File: src/rtl/pipmem_rv32.sv
// Memory-access stage: pass-through of ALU results, load/store over a req/ack bus with lane
// steering, load extension, alignment/type checks and a transaction timeout.
module pipmem_rv32 #(
    parameter int unsigned TIMEOUT = 16,
    parameter int unsigned CNTW    = 5
) (
    input  logic        iCLK,
    input  logic        iRST,
    input  logic        iMEM,
    input  logic        iRW,
    input  logic [31:0] iMEMADDR,
    input  logic [31:0] iMEMDATA,
    input  logic [31:0] iDregDATA,
    input  logic [4:0]  iDregADDR,
    input  logic [4:0]  iDecodedOP,
    input  logic [31:0] iBUSRDATA,
    input  logic        iBUSACK,
    output logic        oBUSREQ,
    output logic        oBUSWE,
    output logic [31:0] oBUSADDR,
    output logic [31:0] oBUSWDATA,
    output logic [3:0]  oBUSBE,
    output logic [31:0] oDregDATA,
    output logic [4:0]  oDregADDR,
    output logic        oWBEN,
    output logic        oSTALL,
    output logic        oMISALIGN,
    output logic        oBUSERR
);

    typedef enum logic {Idle, Busy} state_t;

    localparam logic [CNTW-1:0] LastCnt = CNTW'(TIMEOUT == 0 ? 0 : TIMEOUT - 1);

    state_t          state;
    logic [CNTW-1:0] cnt;
    logic [1:0]      offLat;
    logic [4:0]      opLat;
    logic            rwLat;
    logic [4:0]      dregLat;

    logic        oneHot;
    logic        illegal;
    logic        misalign;
    logic        timeoutHit;
    logic [3:0]  reqBe;
    logic [31:0] reqWdata;
    logic [31:0] loadLane;
    logic [31:0] loadExt;

    assign oneHot     = (iDecodedOP != 5'd0) && ((iDecodedOP & (iDecodedOP - 5'd1)) == 5'd0);
    assign illegal    = !oneHot || (!iRW && (iDecodedOP[3] || iDecodedOP[4]));
    assign misalign   = ((iDecodedOP[1] || iDecodedOP[4]) && iMEMADDR[0]) ||
                        (iDecodedOP[2] && (iMEMADDR[1:0] != 2'b00));
    assign timeoutHit = (TIMEOUT != 0) && (cnt == LastCnt);
    assign oSTALL     = (state == Busy);

    always_comb begin
        reqBe    = 4'b1111;
        reqWdata = iMEMDATA;
        if (!iRW) begin
            if (iDecodedOP[0]) begin
                reqBe    = 4'b0001 << iMEMADDR[1:0];
                reqWdata = {4{iMEMDATA[7:0]}};
            end else if (iDecodedOP[1]) begin
                reqBe    = 4'b0011 << iMEMADDR[1:0];
                reqWdata = {2{iMEMDATA[15:0]}};
            end
        end
    end

    // Shift the addressed byte/half down to bit 0 before extending.
    assign loadLane = iBUSRDATA >> {offLat, 3'b000};

    always_comb begin
        loadExt = loadLane;
        if (opLat[0])      loadExt = {{24{loadLane[7]}}, loadLane[7:0]};
        else if (opLat[1]) loadExt = {{16{loadLane[15]}}, loadLane[15:0]};
        else if (opLat[3]) loadExt = {24'd0, loadLane[7:0]};
        else if (opLat[4]) loadExt = {16'd0, loadLane[15:0]};
    end

    always_ff @(posedge iCLK) begin
        if (iRST) begin
            state     <= Idle;
            cnt       <= '0;
            offLat    <= 2'b00;
            opLat     <= 5'd0;
            rwLat     <= 1'b0;
            dregLat   <= 5'd0;
            oBUSREQ   <= 1'b0;
            oBUSWE    <= 1'b0;
            oBUSADDR  <= 32'd0;
            oBUSWDATA <= 32'd0;
            oBUSBE    <= 4'd0;
            oDregDATA <= 32'd0;
            oDregADDR <= 5'd0;
            oWBEN     <= 1'b0;
            oMISALIGN <= 1'b0;
            oBUSERR   <= 1'b0;
        end else begin
            oWBEN     <= 1'b0;
            oMISALIGN <= 1'b0;
            oBUSERR   <= 1'b0;
            case (state)
                Idle: begin
                    if (!iMEM) begin
                        oDregDATA <= iDregDATA;
                        oDregADDR <= iDregADDR;
                        oWBEN     <= (iDregADDR != 5'd0);
                    end else if (illegal) begin
                        oBUSERR <= 1'b1;
                    end else if (misalign) begin
                        oMISALIGN <= 1'b1;
                    end else begin
                        oBUSREQ   <= 1'b1;
                        oBUSWE    <= ~iRW;
                        oBUSADDR  <= {iMEMADDR[31:2], 2'b00};
                        oBUSBE    <= reqBe;
                        oBUSWDATA <= reqWdata;
                        offLat    <= iMEMADDR[1:0];
                        opLat     <= iDecodedOP;
                        rwLat     <= iRW;
                        dregLat   <= iDregADDR;
                        cnt       <= '0;
                        state     <= Busy;
                    end
                end
                Busy: begin
                    cnt <= cnt + 1'b1;
                    // Ack takes priority over a coincident timeout.
                    if (iBUSACK) begin
                        oBUSREQ <= 1'b0;
                        state   <= Idle;
                        if (rwLat) begin
                            oDregDATA <= loadExt;
                            oDregADDR <= dregLat;
                            oWBEN     <= (dregLat != 5'd0);
                        end
                    end else if (timeoutHit) begin
                        oBUSREQ <= 1'b0;
                        oBUSERR <= 1'b1;
                        state   <= Idle;
                    end
                end
                default: state <= Idle;
            endcase
        end
    end

endmodule

File: config.mk
export PLATFORM = sky130hd
export DESIGN_NAME = pipmem_rv32
export DESIGN_NICKNAME = d
export VERILOG_FILES = /design/src/rtl/pipmem_rv32.sv
export SDC_FILE = /design/constraint.sdc
export NUM_CORES = 1
export LEC_CHECK = 0
export ABC_AREA = 1
export CORE_ASPECT_RATIO = 1.75
export CORE_MARGIN = 4
export CORE_UTILIZATION = 24
export CTS_CLUSTER_DIAMETER = 200
export DETAILED_ROUTE_END_ITERATION = 8
export DONT_BUFFER_PORTS = 1
export PLACE_DENSITY = 0.35
export SLEW_MARGIN = 40
export SYNTH_ARGS = -nofsm -noshare
export SYNTH_HDL_FRONTEND = slang
export SYNTH_SLANG_ARGS = --single-unit
File: constraint.sdc
create_clock -name iCLK -period 1.9 [get_ports iCLK]
set_input_delay 0.19 -clock iCLK [delete_from_list [all_inputs] [get_ports iCLK]]
set_output_delay 0.19 -clock iCLK [all_outputs]
set_load 0.1 [all_outputs]
==> results of run 1 <==
==> cell usage after synthesis <==
library cell and n:
a21oi_1 122, a21oi_2 1, a31oi_1 6, and2_1 1
buf_1 3, buf_2 16, buf_4 4, buf_6 7
clkbuf_1 38, clkinv_1 1, conb_1 1, dfxtp_1 126
ha_1 6, inv_1 43, inv_2 4, nand2_1 408
nand3_1 42, nand4_1 4, nand4_4 1, nor2_1 17
nor2_2 2, nor3_1 2, nor3_2 1, o211ai_1 13
o21ai_0 66, o41ai_1 1, or2_2 27, xor2_1 1
==> layout by cell type (no fill, tap or decap), types with 2 or more instances in the layout <==
master	n
bufinv_16	3
a21oi_1	121
inv_1	42
conb_1	2
o21ai_0	66
a31oi_1	6
buf_4	126
nand4_1	4
clkinv_2	3
clkbuf_8	2
a21oi_2	2
clkinv_4	3
dlygate4sd3_1	79
o211ai_1	13
nand3_1	42
nand2_1	408
ha_1	6
clkbuf_1	3
buf_12	6
or2_2	27
nor2_2	2
clkbuf_16	18
nor3_1	2
nor2_1	17
inv_2	5
dfxtp_1	125
==> registers in the layout, summed over array words and instances (netlist names) <==
name and count:
oBUSBE 4, offLat 2, dregLat 5, oDregADDR 5, oBUSADDR 30, oBUSWDATA 32
oWBEN 1, oBUSERR 1, oBUSWE 1, oBUSREQ 1, cnt 5, oMISALIGN 1
opLat 4, oDregDATA 32, rwLat 1, oSTALL 1
==> area by class of cell <==
type	count	area (um2)
flip-flops and latches	126	2530
fillers	2853	17000
clock buffers	23	489
clock inverters	9	131
well taps	320	400
multi-input cells	723	3250
inverters	48	180
repair buffers	212	1880
==> power by group through the flow <==
stage | Combinational (mW) | Clock, mW | Sequential [mW]
after floorplan | 0.413 | 0 | 3.35
after global placement | 1.19 | 0 | 2.82
after detailed placement | 1.19 | 0 | 2.82
after CTS | 1.38 | 3.60 | 2.76
after global routing | 1.46 | 3.70 | 2.77
final | 1.36 | 3.47 | 2.76
==> logic make-up (layout without fill, tap and decap cells) <==
group                    after synthesis  count (layout)
adder cells (fa/ha/maj)                6               6
other                                  1               2
XOR/XNOR                               1               1
AND/OR/NAND/NOR                      505             505
flip-flops                           126             126
buffers and inverters                116             292
AO/OA/AOI/OAI                        209             209
==> worst reg2reg max path, stage by stage, from the launching register on <==
cell and delay [ps]:
dfxtp_4 380, buf_4 500, nand4_1 230, or2_2 310, a21oi_1 130
==> what timing repair did <==
action                                 CTS  global route
setup buffers                            0             0
endpoints found under the hold margin  112             0
hold buffers                            80             0
==> metal layers <==
| layer | share of wire [%] | vias up | wire [um] |
|---|---|---|---|
| met5 | 0 | - | 0 |
| met4 | 3.1 | 0 | 807 |
| met3 | 7.3 | 37 | 1910 |
| met2 | 56 | 194 | 14500 |
| met1 | 34 | 3054 | 8870 |
| li1 | - | 3421 | - |
==> final timing paths <==
kind | startpoint | endpoint | slack [ps] | cells past startpoint
min | iDregDATA[26] | oDregDATA[26]$_SDFFE_PP0P_ | 30 | 3
max | oSTALL$_SDFF_PP0_ | cnt[3]$_SDFFE_PP0P_ | 280 | 4
max reg2reg | oSTALL$_SDFF_PP0_ | cnt[3]$_SDFFE_PP0P_ | 280 | 4
min reg2reg | oBUSWDATA[28]$_SDFFE_PP0P_ | oBUSWDATA[28]$_SDFFE_PP0P_ | 460 | 2
==> summary.txt, run 1 <==
peak supply drop -> 0.000564 V
Compound-Gate Fraction of Synth Area -> 17.4%
gr usage total -> 17.9%
final WL -> 26.1 mm
Starting Density -> 24.3%
Synth area leaders -> dfxtp_1, nand2_1, a21oi_1, o21ai_0, nand3_1
count of pins over their slew limit -> 0
Synth top area share -> 40.1%
initial DRC count -> 242
critical path fanouts, max -> 30
Worst path top cell family by delay -> simple AND/OR/NAND/NOR gates
Max-cap violations -> 0
Worst Path Buf+Inv -> 1
Final Wtd Congestion -> 0.810
number of port buffers -> 0
Synth area leader -> dfxtp_1
Post-CTS Resized -> 0
synth warn -> 0
clock root buffer -> clkbuf_16
RSZ-0062 raised after global routing -> no
largest net degree at the start of global routing -> 87
Slew headroom -> 60.5%
P_sw -> 2.27 mW
Syn Inst Count -> 964
met3 GRT Util -> 6.32%
crit share post-route -> 85.1%
Initial DRT Pass Iterations -> 4
Num CTS Buffers -> 17
Antenna Diode Count -> 0
Worst-path clk slew -> 60 ps
Post-Synth XOR/XNOR Area -> 0.139%
met1 usage in global routing -> 16.9%
Final Setup Violations -> 0
post-route antenna net violation count -> 0
first-pass GRT wire length -> 39.1 mm
simple-gate share of the synthesized area -> 32.8%
power after layout -> 7.59 mW
data required time of the critical path -> 2260 ps
share of cells above drive strength 1 -> 17.6%
Vias -> 6706
worst hold slack -> 25.6 ps
Clock Skew -> 8.72 ps
Achievable Freq -> 619 MHz
Worst setup EP type -> register
Final WS setup -> 283 ps
final instance area -> 8860 um2
Core Rows -> 78
gr ovfl total -> 0
Final Non-Filler Cells -> 1461
Placeable Area -> 25900 um2
Setup WS pre-CTS -> 122 ps
register share of total power -> 36.4%
Post-Syn Area -> 6290 um2
Comb power frac -> 17.9%
Power Density -> 856 nW/um2
Synth cell types -> 28
syn_area_per_cell -> 6.52 um2
HPWL after DPL -> 19.1 mm
Final nets -> 1277
Pleak -> 3.96 nW
per-cell routed wire length -> 17.8 um
critical path arrival -> 1980 ps
Startpoint Class -> register
Yosys reg bits -> 126
GRT met2 Usage -> 34.3%
sequential-to-total area share from yosys stat -> 40.1%
mux contribution to synthesized area -> 0%
DP Cell Count -> 1349
Die W -> 130 um
Max stage delay on crit path -> 500 ps
Clock Latency Late Sink -> 430 ps
Post-Place Cell Area -> 7420 um2
Switching Share -> 29.9%
worst hold path class -> input port to register
H-tree depth -> 4
DRC errors left -> 0
vias in the first global route -> 6776
internal power -> 5.32 mW
Die ar. -> 28900 um2
largest family of logic cells by synthesized area -> simple AND/OR/NAND/NOR gates
Top Ports -> 254
grt peak-use layer -> met2
crit path time final -> 1620 ps
CTS sink count -> 126
CTS tree -> built
Worst Path Class, Setup -> register to register
CP max-delay cell -> buf_4
layout overhead on the synthesized area -> 40.9%
crit-path cells -> buf_4 > nand4_1 > or2_2 > a21oi_1
worst slew pin tran -> 593 ps
initial antenna violation count -> 0
vias per cell -> 4.59
Post-Synth Adder-Cell Area -> 1.19%
outcome -> complete, no violations
Vert. Die Dim -> 222 um
setup TNS -> 0 ps
clock power share -> 45.7%
final hold vios -> 0
fin util -> 34.3%
CTS Buffer Depth -> 2
(Power assumes the default switching activity.)
==> inputs of run 2 (changes only) <==
--- a/config.mk
+++ b/config.mk
@@ -13,6 +13,7 @@
 export DETAILED_ROUTE_END_ITERATION = 8
 export DONT_BUFFER_PORTS = 1
 export PLACE_DENSITY = 0.35
+export SKIP_LAST_GASP = 1
 export SLEW_MARGIN = 40
 export SYNTH_ARGS = -nofsm -noshare
 export SYNTH_HDL_FRONTEND = slang
==> results of run 2 <==
Same layout as run 1: the final DEF is identical, and so are final timing and power.
==> inputs of run 3 (changes only) <==
--- a/config.mk
+++ b/config.mk
@@ -5,7 +5,7 @@
 export SDC_FILE = /design/constraint.sdc
 export NUM_CORES = 1
 export LEC_CHECK = 0
-export ABC_AREA = 1
+export ABC_AREA = 0
 export CORE_ASPECT_RATIO = 1.75
 export CORE_MARGIN = 4
 export CORE_UTILIZATION = 24
==> run 3 against run 2 <==
Compared with the run above: the flow now finishes with violations (negative hold slack); clock skew about the same; core utilization increased by 1.0 points; count of clock-buffer cells in the layout is 4 higher; largest power group unchanged; via count shrank 3.0%; global-route usage fell by 1.4 points; non-clock buffer count grew 17; critical path type is now input port to register; hold slack got worse by 39 ps; first-iteration DRC count rose by 4.1%; sequential share of layout area is 0.37 points lower.
==> summary.txt, run 3 <==
Synth top area share -> 40.6%
Vert. Die Dim -> 221 um
Power Density -> 863 nW/um2
CTS sink count -> 126
H-tree depth -> 4
Starting Density -> 24.4%
Worst Path Class, Setup -> input port to register
most frequent cells in the layout -> buf_4, dfxtp_1, a21oi_1
crit share post-route -> 99.2%
most common cell after layout, fill and taps aside -> buf_4
initial DRC count -> 252
share of cells above drive strength 1 -> 20.4%
crit path launch -> iDecodedOP[1]
Core Rows -> 77
data required time of the critical path -> 2210 ps
Synth area leaders -> dfxtp_1, a21oi_1, o21ai_0, mux2i_1, nand3_1
Worst setup EP type -> register
fin util -> 35.3%
Register-to-Register Path Depth -> 5
Worst Hold Depth -> 3
post-route antenna net violation count -> 0
sequential-to-total area share from yosys stat -> 40.6%
Final Setup Violations -> 0
crit path time final -> 1890 ps
largest registers -> oBUSWDATA x32, oDregDATA x32, oBUSADDR x30
Clock Latency Late Sink -> 420 ps
Die W -> 130 um
register share of total power -> 35.9%
power after layout -> 7.74 mW
gr usage total -> 16.6%
post-CTS setup buffer count -> 0
per-cell routed wire length -> 20.2 um
synth warn -> 0
worst hold slack -> -13.6 ps
count of pins over their slew limit -> 0
largest net degree at the start of global routing -> 140
Worst-path clk slew -> 60 ps
Placeable Area -> 25400 um2
Synth cell types -> 48
Setup WS pre-CTS -> 18.7 ps
vias in the first global route -> 6197
Achievable Freq -> 530 MHz
Clock Skew -> 8.89 ps
Worst R2R Start -> oSTALL$_SDFF_PP0_
Top Ports -> 254
worst setup path end -> oBUSWDATA[23]$_SDFFE_PP0P_
Final Non-Filler Cells -> 1270
number of port buffers -> 0
Final Wtd Congestion -> 0.799
DP Cell Count -> 1150
Post-Syn Area -> 6220 um2
clock root buffer -> clkbuf_16
Startpoint Class -> input port
Synth top cells by count -> dfxtp_1, a21oi_1, o21ai_0
final hold vios -> 2
Synth area leader -> dfxtp_1
Die ar. -> 28700 um2
CTS tree -> built
hold path start -> iRST
critical path fanouts, max -> 28
multi-input logic area -> 3390 um2
Syn Inst Count -> 773
Switching Share -> 30.4%
Pleak -> 3.58 nW
first-pass GRT wire length -> 36.6 mm
Reg2Reg Setup Slack -> 50 ps
most frequent cell after synthesis -> dfxtp_1
Storage cell area -> 2530 um2
Max-cap violations -> 0
Slew headroom -> 49.7%
Antenna Diode Count -> 0
P_sw -> 2.35 mW
gr ovfl total -> 0
internal power -> 5.39 mW
R2R Path End -> oBUSWDATA[23]$_SDFFE_PP0P_
ys flop type -> dfxtp_1
clock power share -> 43.6%
failing checks -> negative hold slack
syn_area_per_cell -> 8.04 um2
layout overhead on the synthesized area -> 44.3%
Num CTS Buffers -> 17
final WL -> 25.7 mm
vias per cell -> 5.12
CTS Buffer Depth -> 2
outcome -> finished with violations
HPWL after DPL -> 18.2 mm
asr flop ratio synth -> 0%
worst hold path class -> input port to register
Initial DRT Pass Iterations -> 4
initial antenna violation count -> 1
RSZ-0062 raised after global routing -> yes
fillers -> 2680
critical path arrival -> 2190 ps
worst slew pin tran -> 751 ps
Final WS setup -> 14.9 ps
Vias -> 6505
peak supply drop -> 0.000511 V
Final nets -> 1091
Yosys reg bits -> 126
Comb power frac -> 20.5%
EDFF count, synth -> 0
DRC errors left -> 0
==> run 3: cell types whose count changed in the layout (fill, tap and decap cells not counted), moves of 9 or more <==
cell / delta
nand2_1: -375
nor2_1: +45
mux2i_1: +39
inv_1: -36
a211oi_1: +27
o21ai_0: +21
a21o_1: +19
or2_2: -18
a2bb2oi_1: +15
nand2b_1: +13
nand3_1: +10
dlygate4sd3_1: +9
nor2b_1: +9
==> run 3: power by group through the flow <==
stage	sequential [mW]	combinational (mW)	clock [mW]
global placement	2.83	1.41	0
CTS	2.78	1.44	3.48
detailed placement	2.83	1.42	0
floorplan	3.46	0.511	0
global route	2.79	1.69	3.59
finish	2.78	1.59	3.38
==> run 3: cells by family (layout without fill, tap and decap cells) <==
logic type | count (synthesis) | count (layout) | synth area share, %
xor gates and xnor gates | 1 | 1 | 0.141
DFF | 126 | 126 | 40.6
and+or+nand+nor | 214 | 214 | 17.1
adders and majority gates | 6 | 6 | 1.21
buffers and inverters | 86 | 266 | 5.71
muxes | 43 | 43 | 7.18
AOI/OAI and AO/OA | 296 | 296 | 28.0
other | 1 | 2 | 0.0603
==> run 3: area by class of cell <==
class / count / area share [%]
sequential: 126 / 28.1
timing repair buffer: 229 / 22.7
clock buffer: 27 / 5.95
multi-input combinational: 562 / 37.7
tap: 316 / 4.41
inverter: 6 / 0.251
clock inverter: 4 / 0.809
==> run 3: what timing repair did <==
item                                    in CTS  in global routing
endpoints found under the hold margin      124                103
hold buffers                                17                 72
endpoints found under the setup margin       0                  5
gates resized for setup                      0                  5
==> run 3: worst min path at each step <==
stage / end / slack, ps
after floorplan: dregLat[0]$_SDFFE_PP0P_ / 340
after global placement: oBUSWDATA[8]$_SDFFE_PP0P_ / 280
after detailed placement: oBUSWDATA[16]$_SDFFE_PP0P_ / 280
after CTS: oBUSWDATA[11]$_SDFFE_PP0P_ / -170
after global routing: oBUSWDATA[14]$_SDFFE_PP0P_ / 7
final: oDregDATA[17]$_SDFFE_PP0P_ / -10
==> run 3: routing by layer <==
metal  track usage, %  vias up  routed length, um
li1                 -     3119                  -
met1             16.2     3074               8580
met2             31.1      273              14100
met3             6.42       37               2270
met4             5.50        2                654
met5                0        -                 13
==> run 3: worst max-delay path, stage by stage <==
cell and delay [ps]:
or4b_4 550, o22a_2 380, nor2_2 190, buf_12 190
a211oi_1 90, dlygate4sd3_1 570
==> run 3: through the flow <==
stage	TNS, ps	area [um2]	hold slack (ps)
floorplan	-647	6230	338
global placement	0	7440	281
detailed placement	0	7440	282
CTS	0	8220	-173
global route	-130	8970	6.68
finish	0	8970	-13.6
